--- src/rtl/game_pkg.sv ---
// Shared types and defaults for the cell-field datapath.
//  - CELLS:        cell count of the default 640x480 field
//  - arb_state_t:  write-arbiter FSM state
//  - wr_grant_t:   which source owns the RAM write port this cycle
//  - cells_of():   cell count for an arbitrary field size
package game_pkg;

  localparam int unsigned DEFAULT_COLUMNS = 640;
  localparam int unsigned DEFAULT_ROWS    = 480;
  localparam int unsigned CELLS           = DEFAULT_COLUMNS * DEFAULT_ROWS;

  typedef enum logic [0:0] {IDLE, CLEAR} arb_state_t;

  typedef enum logic [1:0] {GNT_NONE, GNT_SIM, GNT_CLEAR, GNT_DRAW} wr_grant_t;

  function automatic int unsigned cells_of(input int unsigned cols, input int unsigned rows);
    return cols * rows;
  endfunction

endpackage

--- src/rtl/sync_fifo.sv ---
// Small synchronous FIFO with a combinational read port (head always visible).
// Ports:
//  clk_i, reset_i    clock, synchronous active-high reset (empties the FIFO)
//  push_i, wdata_i   write an entry (ignored when full unless popping too)
//  pop_i, rdata_o    remove the head entry; rdata_o shows the head
//  full_o, empty_o   occupancy flags derived from the stored count
module sync_fifo #(
  parameter int unsigned DEPTH = 4,
  parameter int unsigned WIDTH = 8
) (
  input  logic             clk_i,
  input  logic             reset_i,
  input  logic             push_i,
  input  logic             pop_i,
  input  logic [WIDTH-1:0] wdata_i,
  output logic [WIDTH-1:0] rdata_o,
  output logic             full_o,
  output logic             empty_o
);

  localparam int unsigned PTR_W = (DEPTH > 1) ? $clog2(DEPTH) : 1;
  localparam int unsigned CNT_W = PTR_W + 1;

  logic [WIDTH-1:0] r_mem [DEPTH];
  logic [PTR_W-1:0] r_wr_ptr;
  logic [PTR_W-1:0] r_rd_ptr;
  logic [CNT_W-1:0] r_count;

  logic w_do_push;
  logic w_do_pop;

  assign full_o    = (r_count == CNT_W'(DEPTH));
  assign empty_o   = (r_count == '0);
  assign rdata_o   = r_mem[r_rd_ptr];
  // A push into a full FIFO is only safe when the head leaves in the same cycle.
  assign w_do_push = push_i & (~full_o | pop_i);
  assign w_do_pop  = pop_i & ~empty_o;

  // Storage: no reset needed, validity is tracked by the count.
  always_ff @(posedge clk_i) begin
    if (w_do_push) begin
      r_mem[r_wr_ptr] <= wdata_i;
    end
  end

  // Pointers and occupancy; DEPTH is a power of two so pointers wrap naturally.
  always_ff @(posedge clk_i) begin
    if (reset_i) begin
      r_wr_ptr <= '0;
      r_rd_ptr <= '0;
      r_count  <= '0;
    end else begin
      if (w_do_push) r_wr_ptr <= r_wr_ptr + PTR_W'(1);
      if (w_do_pop)  r_rd_ptr <= r_rd_ptr + PTR_W'(1);
      if (w_do_push && !w_do_pop)      r_count <= r_count + CNT_W'(1);
      else if (!w_do_push && w_do_pop) r_count <= r_count - CNT_W'(1);
    end
  end

endmodule

--- src/rtl/ram_write_arbiter.sv ---
// Shares the cell-state RAM write port between the sim engine, a clear
// sequencer and the buffered brush path. Priority: sim > clear > draw.
// Ports:
//  clk_i, reset_i                      clock, synchronous active-high reset
//  sim_wr_en/addr/data_i               sim writes, always granted
//  sim_active_i                        holds off draw drain while a generation runs
//  draw_valid_i/addr/data_i, draw_ready_o   brush entries into the FIFO
//  clear_start_i, clear_busy_o, clear_done_o full-field clear control/status
//  draw_overflow_o                     sticky: brush offered while FIFO full
//  ram_wr_en/addr/data_o               registered RAM write port
module ram_write_arbiter
  import game_pkg::*;
#(
  parameter int unsigned ACTIVE_COLUMNS  = DEFAULT_COLUMNS,
  parameter int unsigned ACTIVE_ROWS     = DEFAULT_ROWS,
  parameter int unsigned ADDR_WIDTH      = $clog2(ACTIVE_COLUMNS * ACTIVE_ROWS),
  parameter int unsigned DATA_WIDTH      = 2,
  parameter int unsigned DRAW_FIFO_DEPTH = 4
) (
  input  logic                  clk_i,
  input  logic                  reset_i,
  input  logic                  sim_wr_en_i,
  input  logic [ADDR_WIDTH-1:0] sim_wr_addr_i,
  input  logic [DATA_WIDTH-1:0] sim_wr_data_i,
  input  logic                  sim_active_i,
  input  logic                  draw_valid_i,
  output logic                  draw_ready_o,
  input  logic [ADDR_WIDTH-1:0] draw_addr_i,
  input  logic [DATA_WIDTH-1:0] draw_data_i,
  input  logic                  clear_start_i,
  output logic                  clear_busy_o,
  output logic                  clear_done_o,
  output logic                  draw_overflow_o,
  output logic                  ram_wr_en_o,
  output logic [ADDR_WIDTH-1:0] ram_wr_addr_o,
  output logic [DATA_WIDTH-1:0] ram_wr_data_o
);

  localparam int unsigned            FIELD_CELLS = cells_of(ACTIVE_COLUMNS, ACTIVE_ROWS);
  localparam logic [ADDR_WIDTH-1:0]  LAST_ADDR   = ADDR_WIDTH'(FIELD_CELLS - 1);
  localparam int unsigned            FIFO_W      = ADDR_WIDTH + DATA_WIDTH;

  arb_state_t r_state;
  arb_state_t w_next_state;
  wr_grant_t  w_grant;

  logic [ADDR_WIDTH-1:0] r_clear_addr;
  logic                  w_clear_last;

  logic                  w_fifo_full;
  logic                  w_fifo_empty;
  logic                  w_push;
  logic                  w_pop;
  logic [FIFO_W-1:0]     w_fifo_wdata;
  logic [FIFO_W-1:0]     w_fifo_rdata;
  logic [ADDR_WIDTH-1:0] w_draw_addr;
  logic [DATA_WIDTH-1:0] w_draw_data;
  logic                  w_draw_in_range;

  logic                  r_wr_en;
  logic [ADDR_WIDTH-1:0] r_wr_addr;
  logic [DATA_WIDTH-1:0] r_wr_data;
  logic                  r_clear_done;
  logic                  r_overflow;

  // Brush FIFO: entry = {addr, data}.
  assign w_push       = draw_valid_i & ~w_fifo_full;
  assign w_pop        = (w_grant == GNT_DRAW);
  assign w_fifo_wdata = {draw_addr_i, draw_data_i};

  sync_fifo #(
    .DEPTH (DRAW_FIFO_DEPTH),
    .WIDTH (FIFO_W)
  ) u_draw_fifo (
    .clk_i   (clk_i),
    .reset_i (reset_i),
    .push_i  (w_push),
    .pop_i   (w_pop),
    .wdata_i (w_fifo_wdata),
    .rdata_o (w_fifo_rdata),
    .full_o  (w_fifo_full),
    .empty_o (w_fifo_empty)
  );

  assign w_draw_addr     = w_fifo_rdata[FIFO_W-1:DATA_WIDTH];
  assign w_draw_data     = w_fifo_rdata[DATA_WIDTH-1:0];
  // Out-of-field brush entries are popped but never written.
  assign w_draw_in_range = (w_draw_addr <= LAST_ADDR);
  assign w_clear_last    = (r_clear_addr == LAST_ADDR);

  // FSM state register.
  always_ff @(posedge clk_i) begin
    if (reset_i) r_state <= IDLE;
    else         r_state <= w_next_state;
  end

  // Grant selection and next state.
  always_comb begin
    w_grant      = GNT_NONE;
    w_next_state = r_state;
    if (sim_wr_en_i) begin
      w_grant = GNT_SIM;
    end else if (r_state == CLEAR) begin
      w_grant = GNT_CLEAR;
    end else if (!w_fifo_empty && !sim_active_i) begin
      w_grant = GNT_DRAW;
    end
    case (r_state)
      IDLE:    if (clear_start_i) w_next_state = CLEAR;
      CLEAR:   if (w_grant == GNT_CLEAR && w_clear_last) w_next_state = IDLE;
      default: w_next_state = IDLE;
    endcase
  end

  // Clear address counter; holds while sim owns the port so no cell is skipped.
  always_ff @(posedge clk_i) begin
    if (reset_i) begin
      r_clear_addr <= '0;
    end else if (r_state == IDLE && clear_start_i) begin
      r_clear_addr <= '0;
    end else if (w_grant == GNT_CLEAR) begin
      r_clear_addr <= w_clear_last ? '0 : r_clear_addr + ADDR_WIDTH'(1);
    end
  end

  // Registered write port; address/data hold when nothing is written.
  always_ff @(posedge clk_i) begin
    if (reset_i) begin
      r_wr_en      <= 1'b0;
      r_wr_addr    <= '0;
      r_wr_data    <= '0;
      r_clear_done <= 1'b0;
      r_overflow   <= 1'b0;
    end else begin
      r_wr_en      <= 1'b0;
      r_clear_done <= 1'b0;
      case (w_grant)
        GNT_SIM: begin
          r_wr_en   <= 1'b1;
          r_wr_addr <= sim_wr_addr_i;
          r_wr_data <= sim_wr_data_i;
        end
        GNT_CLEAR: begin
          r_wr_en      <= 1'b1;
          r_wr_addr    <= r_clear_addr;
          r_wr_data    <= '0;
          r_clear_done <= w_clear_last;
        end
        GNT_DRAW: begin
          if (w_draw_in_range) begin
            r_wr_en   <= 1'b1;
            r_wr_addr <= w_draw_addr;
            r_wr_data <= w_draw_data;
          end
        end
        default: ;
      endcase
      if (draw_valid_i && w_fifo_full) r_overflow <= 1'b1;
    end
  end

  assign draw_ready_o    = ~w_fifo_full;
  assign clear_busy_o    = (r_state == CLEAR);
  assign clear_done_o    = r_clear_done;
  assign draw_overflow_o = r_overflow;
  assign ram_wr_en_o     = r_wr_en;
  assign ram_wr_addr_o   = r_wr_addr;
  assign ram_wr_data_o   = r_wr_data;

endmodule
--- config.mk ---
export PLATFORM = sky130hd
export DESIGN_NAME = ram_write_arbiter
export DESIGN_NICKNAME = d
export VERILOG_FILES = /design/src/rtl/game_pkg.sv /design/src/rtl/sync_fifo.sv /design/src/rtl/ram_write_arbiter.sv
export SDC_FILE = /design/constraint.sdc
export NUM_CORES = 1
export LEC_CHECK = 0
export ABC_AREA = 1
export CAP_MARGIN = 15
export CORE_MARGIN = 2
export CORE_UTILIZATION = 40
export DETAILED_ROUTE_END_ITERATION = 8
export HOLD_SLACK_MARGIN = 0.03
export PLACE_DENSITY = 0.58
export SYNTH_ARGS = -nofsm -noshare
export SYNTH_HDL_FRONTEND = slang
export SYNTH_HIERARCHICAL = 1
export SYNTH_SLANG_ARGS = --single-unit
--- constraint.sdc ---
create_clock -name clk_i -period 3.6 [get_ports clk_i]
set_input_delay 0.36 -clock clk_i [delete_from_list [all_inputs] [get_ports clk_i]]
set_output_delay 0.36 -clock clk_i [all_outputs]
set_load 0.02 [all_outputs]
# Word-level counts from Yosys, hierarchy flattened
# Memory sizes are Yosys's and may differ from the RTL's. A register that Yosys moved wholly into a read port is not among the register bits.
# Index checks and enable logic that the tools add are counted.
# op_classes
reduce_logical	17
order_cmp	1
mux	19
n_bitwise	8
eq_ne	6
addsub	5
# ops
cell	n
19-bit one-hot mux with 3 select lines	1
19-bit 2-to-1 mux	2
19-bit by 1-bit adder with 19-bit output (second input constant)	1
19-bit == test (second input constant)	1
19-bit <= comparator (second input constant)	1
2-bit 2-to-1 mux	6
1-bit logical AND	6
3-bit 2-to-1 mux	2
2-bit one-hot mux with 3 select lines	1
2-bit OR reduction	3
1-bit 2-to-1 mux	5
2-bit by 1-bit adder with 2-bit output (second input constant)	2
2-bit == test (second input constant)	2
1-bit zero test	4
1-bit NOT	4
1-bit one-hot mux with 2 select lines	2
3-bit by 1-bit adder with 3-bit output (second input constant)	1
1-bit bitwise AND	3
3-bit == test (second input constant)	1
3-bit zero test	1
3-bit nonzero test	1
3-bit by 1-bit subtractor with 3-bit output (second input constant)	1
2-bit by 1-bit == test with 1-bit output (second input constant)	1
2-bit != test (second input constant)	1
other kinds (3)	3
# word_totals
memories	1
inputBits	48
ramBits	84
out_inout_bits	26
ff_bits	51
# memory_table
memory	words	word_bits	rd	rd_ports_with_merged_regs	wr	line	rtl
u_draw_fifo.r_mem	4	21	1	1	1	sync_fifo.sv:24	logic [WIDTH-1:0] r_mem [DEPTH];

# Depth between registers and ports, before layout
# logic_depth
ltp_word	13
ltp_mapped	20

# By module
# The synthesis kept the hierarchy.
# by_module_without_submodules
mod	seq_area_each_um2	cells_each	area_per_inst_um2	instances
sync_fifo	2702.6	276	3678.5	1
ram_write_arbiter	880.8	390	2516.2	1

# Worst setup path before layout
# OpenSTA, ideal clock, no wires.
# synth_path
path_type	flip-flop to flip-flop
from	register u_draw_fifo.r_count[0]
to	memory u_draw_fifo/r_mem[0][0] (netlist name) (enable)
path_buffers	1
period_less_slack_ns	2.834
required_ns	3.201
arrival_ns	2.435
stages_incl_launch_ff	12
setup_slack_ns	0.766
path_cell_list	dfxtp_1 > nor2_4 > nand2_4 > inv_1 > nor2_1 > inv_1 > nor3_4 > buf_2 > inv_1 > nand3_2 > nand2_1 > nor2_1
# synth_between
elab_chain_len	11
word_cells_on_any_way	14
classes_between	eq/ne: 2; mux: 5; bitwise: 4; reduce/logical: 3
# synth_lines
item	line	rtl
start, declared	sync_fifo.sv:27	logic [CNT_W-1:0] r_count;
start signal, assigned	sync_fifo.sv:55	if (w_do_push && !w_do_pop) r_count <= r_count + CNT_W'(1);
start signal, assigned	sync_fifo.sv:56	else if (!w_do_push && w_do_pop) r_count <= r_count - CNT_W'(1);
3-bit zero test	sync_fifo.sv:33	assign empty_o = (r_count == '0);
named net w_fifo_empty	ram_write_arbiter.sv:51	logic w_fifo_empty;
1-bit zero test	ram_write_arbiter.sv:105	end else if (!w_fifo_empty && !sim_active_i) begin
1-bit logical AND	ram_write_arbiter.sv:105	
2-bit 2-to-1 mux	ram_write_arbiter.sv:105	
2-bit 2-to-1 mux	ram_write_arbiter.sv:103	end else if (r_state == CLEAR) begin
2-bit 2-to-1 mux	ram_write_arbiter.sv:101	if (sim_wr_en_i) begin
2-bit == test	ram_write_arbiter.sv:68	assign w_pop = (w_grant == GNT_DRAW);
named net w_pop	ram_write_arbiter.sv:53	logic w_pop;
1-bit OR	sync_fifo.sv:36	assign w_do_push = push_i & (~full_o | pop_i);
1-bit bitwise AND	sync_fifo.sv:36	
1-bit 2-to-1 mux	sync_fifo.sv:41	if (w_do_push) begin
1-bit 2-to-1 mux (not written as such)	sync_fifo.sv:42	r_mem[r_wr_ptr] <= wdata_i;
end, declared	sync_fifo.sv:24	
# The timed path passes the listed nets, and every way through them passes these cells.

# Worst setup path in the final report
# layout_path
from	register u_draw_fifo.r_count[0]
to	register u_draw_fifo.r_count[2]
# layout_between
elab_chain_len	12
word_cells_on_any_way	23
classes_between	add/sub: 2; eq/ne: 2; mux: 5; bitwise: 6; reduce/logical: 8
# layout_lines
item	line	rtl
3-bit zero test (*)	sync_fifo.sv:33	
named net w_fifo_empty	ram_write_arbiter.sv:51	
1-bit zero test (*)	ram_write_arbiter.sv:105	
1-bit logical AND (*)	ram_write_arbiter.sv:105	
2-bit 2-to-1 mux (*)	ram_write_arbiter.sv:105	
2-bit 2-to-1 mux (*)	ram_write_arbiter.sv:103	
2-bit 2-to-1 mux (*)	ram_write_arbiter.sv:101	
2-bit == test (*)	ram_write_arbiter.sv:68	
1-bit OR (*)	sync_fifo.sv:36	
1-bit bitwise AND (*)	sync_fifo.sv:36	
named net u_draw_fifo.w_do_push	sync_fifo.sv:29	logic w_do_push;
1-bit zero test	sync_fifo.sv:56	
1-bit logical AND	sync_fifo.sv:56	
2-bit nonzero test (no source line)	n/a	
# The timed path passes the listed nets; every way through them passes the cells marked *. The select of a mux whose other input is x is not followed.
# A chain may end at the register's enable or synchronous reset.

==> summary by stage <==
Outcome
The run finished with clean final reports.

Yosys
The count of unique library cells instantiated by Yosys is 34. Ranked by total cell area, the synthesized netlist is headed by sky130_fd_sc_hd__edfxtp_1 41%, sky130_fd_sc_hd__dfxtp_1 17%, sky130_fd_sc_hd__nor2_1 8.1%, sky130_fd_sc_hd__nand2_1 7.8%, sky130_fd_sc_hd__nand3_1 3.1%. The proportion of synthesized chip area in sequential cells is 57.8%. In this run the cell area of the synthesized design comes to between 0.006 and 0.007 mm2. Counting flops with a built-in enable in the synthesized netlist gives 84.

After synthesis, the most frequently instantiated cells are 133 x sky130_fd_sc_hd__nor2_1, 128 x sky130_fd_sc_hd__nand2_1, 84 x sky130_fd_sc_hd__edfxtp_1. Dividing the synthesized area by the synthesized cell count gives 9.30 um2. The area share of the largest cell type after synthesis is 40.7%. The most frequently used cell type in the post-synthesis netlist is sky130_fd_sc_hd__nor2_1. Yosys printed 6 warnings.

Summed over all instances, the cell type with the most area after synthesis is sky130_fd_sc_hd__edfxtp_1. After synthesis the netlist holds a flip-flop and latch count of about 140. The count of mapped cells out of synthesis is around 670.

The number of nets produced by synthesis is 721. The dominant synthesized flop cell is sky130_fd_sc_hd__edfxtp_1. The async set-reset flop share out of synthesis is 0%.

Critical path
The nature of the critical path startpoint is a register. Counting buffers and inverters, the worst setup path is 19 cells deep. Walking the worst path, the cells encountered are nor2_4 -> nand2_4 -> inv_1 -> nor2_1 -> inv_1 -> nor3_4 -> inv_1 -> nand3_2 -> nand2_1 -> inv_1 -> ha_1 -> inv_1 -> fa_1 -> inv_1 -> nand2_1 -> nand3_1 -> nand2_1 -> nand2_1 -> nor2_1. The launch instance of the worst register-to-register path is u_draw_fifo/r_count[0]$_SDFFE_PP0P_. The arrival time of the worst setup path is 3090 ps.

The reg-to-reg setup timing slack is 830 ps. The most numerous cell type found on the critical path is sky130_fd_sc_hd__inv_1. The timing startpoint of the critical path is u_draw_fifo/r_count[0]$_SDFFE_PP0P_.

The critical path class is reg2reg. The required time of the worst setup path is 3910 ps. The worst-case reg-to-reg path depth is 19. The highest net fanout along the worst path is 5. The worst setup path is captured at a register. The delay contributed by the slowest stage of the critical path is 470 ps.

The master of the slowest instance on the critical path is sky130_fd_sc_hd__dfxtp_1. Broken down by cell family, the worst path's largest delay share belongs to simple AND/OR/NAND/NOR gates. The buffers plus inverters on the worst setup path is 6.

Clock tree
The TritonCTS buffer count is 17. After clock tree synthesis, the clock-pin slew on the worst setup and hold paths is 60 ps. No sink is reached through more buffers than the 2 on the longest clock path. The total setup buffers inserted after CTS is 0. The clock tree root driver cell is sky130_fd_sc_hd__clkbuf_16. TritonCTS built the clock tree. The H-tree was split into 4 levels. The number of buffers inserted by hold repair at cts is 0. The clock drives 137 sinks.

The number of cells upsized or downsized after cts is 0. The clock latency of the later-clocked register in the worst-skew pair is around 420 ps.

Floorplan
The die is 128 um wide. 74 I/O pins were placed. After floorplanning, the core was divided into 45 placement rows. The vertical die dimension is 128 um. The die area is 0.0165 mm2. The region available for standard cell placement spans between 0.015 and 0.02 mm2. The initial standard-cell utilization of the core is approximately two fifths.

STA
The number of max-slew violations in the final report is 0. For the pin with the worst max-slew slack, the measured transition is slightly above 900 ps. Setup repair after global routing left no endpoint under its margin. Summed over all failing endpoints, the final setup total negative slack is 0 ps. Setup violations remaining at the end of the flow were counted as 0.

Setup slack on the critical path of the routed design comes to between 800 and 900 ps. The final critical-path required period is approximately 2800 ps. The highest attainable clock frequency is 360 MHz. The final critical path takes up 77.1% of the cycle. The final hold violation count came to 0. In this run the tightest slew margin relative to its limit is 39.3%. For the final database, setup skew stands at 7.29 ps.

Placed design
The congestion estimate from routability-driven global placement came to between 0.8 and 0.9. At the placement stage, the worst setup path has a slack of 809 ps. In this run, placement finished with an instance count of 919.

The count of buffers added on input and output ports is 73. The post-DP HPWL is 10600 um.

Global routing
The initial antenna violation count is 0. The first global-routing pass estimated 24200 um of wire. Entering global routing, the biggest net connects between 40 and 50 pins. Global routing consumed, over all layers together, 19.5% of the routing resources.

The number of global-route vias before repair was 4681. The overall overflow remaining after global route is 0.

Pwr
The total power of the final layout is 4930 uW. Power spread over the standard cell area amounts to approximately 640 mW/mm2. The worst IR drop on VDD is slightly above 0.4 mV. In this run the static leakage power is 0.00289 uW.

Drt
The detail route stage leaves a number of antenna-violating nets equal to 0. The total iterations of the first detailed-routing run is 5. Dividing the detail-routed wire length by the instance count gives 16.3 um. Detailed routing inserted a total of 4898 vias. In this run, the number of DRC markers left after iteration 0 of detailed routing was 405. The total detailed-routing wirelength is 15500 um. In the routed layout, each cell is associated on average with a via count of 5.15. The total DRC errors in the routed layout is 0.

Worst hold path
The min-delay analysis places its worst path in the category reg2reg. The number of cells on the worst hold path is 2. The launch point of the worst hold path is draw_overflow_o$_SDFFE_PP0P_.

Final layout
For this run, the post-layout net count is slightly above 800. The final cell utilization of the core is 51.1%. The diode insertion count for antenna repair is 0.

The share of cells above drive strength 1 is 9.17%. Relative to the synthesized area, the layout overhead comes to 24.9%. The filler cell count is ~1400.

The count of non-filler cells in the finished layout is 951.

Job
The tool flagged a number of max-cap violations equal to 0.
## power breakdown
part           total (uW)  internal (uW)  switching, uW
clock                1830           1180            653
combinational        1110            419            690
sequential           1990           1900           86.5
total                4930           3500           1430
## path summary, 6_finish.rpt
kind	endpoint
hold reg to reg	draw_overflow_o$_SDFFE_PP0P_
setup reg to reg	u_draw_fifo/r_count[2]$_SDFFE_PP0P_
hold / removal	draw_overflow_o$_SDFFE_PP0P_
setup / recovery	u_draw_fifo/r_count[2]$_SDFFE_PP0P_
## worst min-delay path, stage by stage (launching register included)
cell and delay (ps):
sky130_fd_sc_hd__dfxtp_1 330, sky130_fd_sc_hd__a21oi_1 40, sky130_fd_sc_hd__nor2_1 70
## metrics by stage
stage,instance area [um2],hold slack (ps)
global placement,7120,453
floorplan,6190,429
CTS,7740,482
detailed placement,7120,464
finish,7740,476
global route,7740,532
## registers in the layout (all words and copies together) (netlist names), named ones only
| signal | cells |
|---|---|
| clear_busy_o | 1 |
| r_clear_addr | 19 |
| u_draw_fifo/r_wr_ptr | 2 |
| ram_wr_en_o | 1 |
| u_draw_fifo/r_mem | 84 |
| u_draw_fifo/r_rd_ptr | 2 |
| u_draw_fifo/r_count | 3 |
| clear_done_o | 1 |
| ram_wr_data_o | 2 |
| ram_wr_addr_o | 19 |
| draw_overflow_o | 1 |
## metal layers
layer | up-vias | track usage [%] | part of all wire, %
met5 | - | 0 | 0
met4 | 0 | 8.47 | 2.0
met2 | 142 | 31.9 | 48
met1 | 2324 | 25.5 | 44
li1 | 2408 | - | -
met3 | 24 | 3.74 | 5.2
## cell type report
cell class / count / area [um2] / share of cell area (%)
Clock inverter: 11 / 170 / 2.20
Inverter: 44 / 173 / 2.23
Timing Repair Buffer: 95 / 896 / 11.6
Tap cell: 188 / 235 / 3.04
Sequential cell: 137 / 3580 / 46.3
Clock buffer: 21 / 450 / 5.82
Multi-Input combinational cell: 455 / 2230 / 28.8
## cell usage in the layout, fill, tap and decap left out, types with 4 or more instances in the layout
master / netlist / layout
sky130_fd_sc_hd__o21ai_1: 22 / 23
sky130_fd_sc_hd__clkdlybuf4s50_1: 0 / 73
sky130_fd_sc_hd__nor3_1: 8 / 8
sky130_fd_sc_hd__o21ai_0: 29 / 28
sky130_fd_sc_hd__nand2_1: 128 / 128
sky130_fd_sc_hd__xor2_1: 6 / 6
sky130_fd_sc_hd__bufinv_16: 0 / 4
sky130_fd_sc_hd__edfxtp_1: 84 / 84
sky130_fd_sc_hd__ha_1: 6 / 6
sky130_fd_sc_hd__nor2_4: 4 / 4
sky130_fd_sc_hd__nor2_1: 133 / 133
sky130_fd_sc_hd__nand4_1: 7 / 7
sky130_fd_sc_hd__o22ai_1: 21 / 21
sky130_fd_sc_hd__dfxtp_1: 53 / 53
sky130_fd_sc_hd__inv_1: 42 / 42
sky130_fd_sc_hd__nand3b_1: 25 / 25
sky130_fd_sc_hd__a21oi_1: 11 / 11
sky130_fd_sc_hd__nand3_1: 38 / 38
sky130_fd_sc_hd__clkbuf_16: 0 / 17
sky130_fd_sc_hd__buf_4: 4 / 22
## cells by family (layout without fill, tap and decap cells)
kind of cell | count (synthesis) | in the layout | synth area share, %
AO/OA/AOI/OAI | 85 | 85 | 7.39
XOR/XNOR | 8 | 8 | 1.13
adder cells (fa/ha/maj) | 7 | 7 | 1.54
buffers and inverters | 74 | 171 | 6.14
flip-flops | 137 | 137 | 57.8
AND/OR/NAND/NOR | 355 | 355 | 26.0
(Power assumes the default switching activity.)
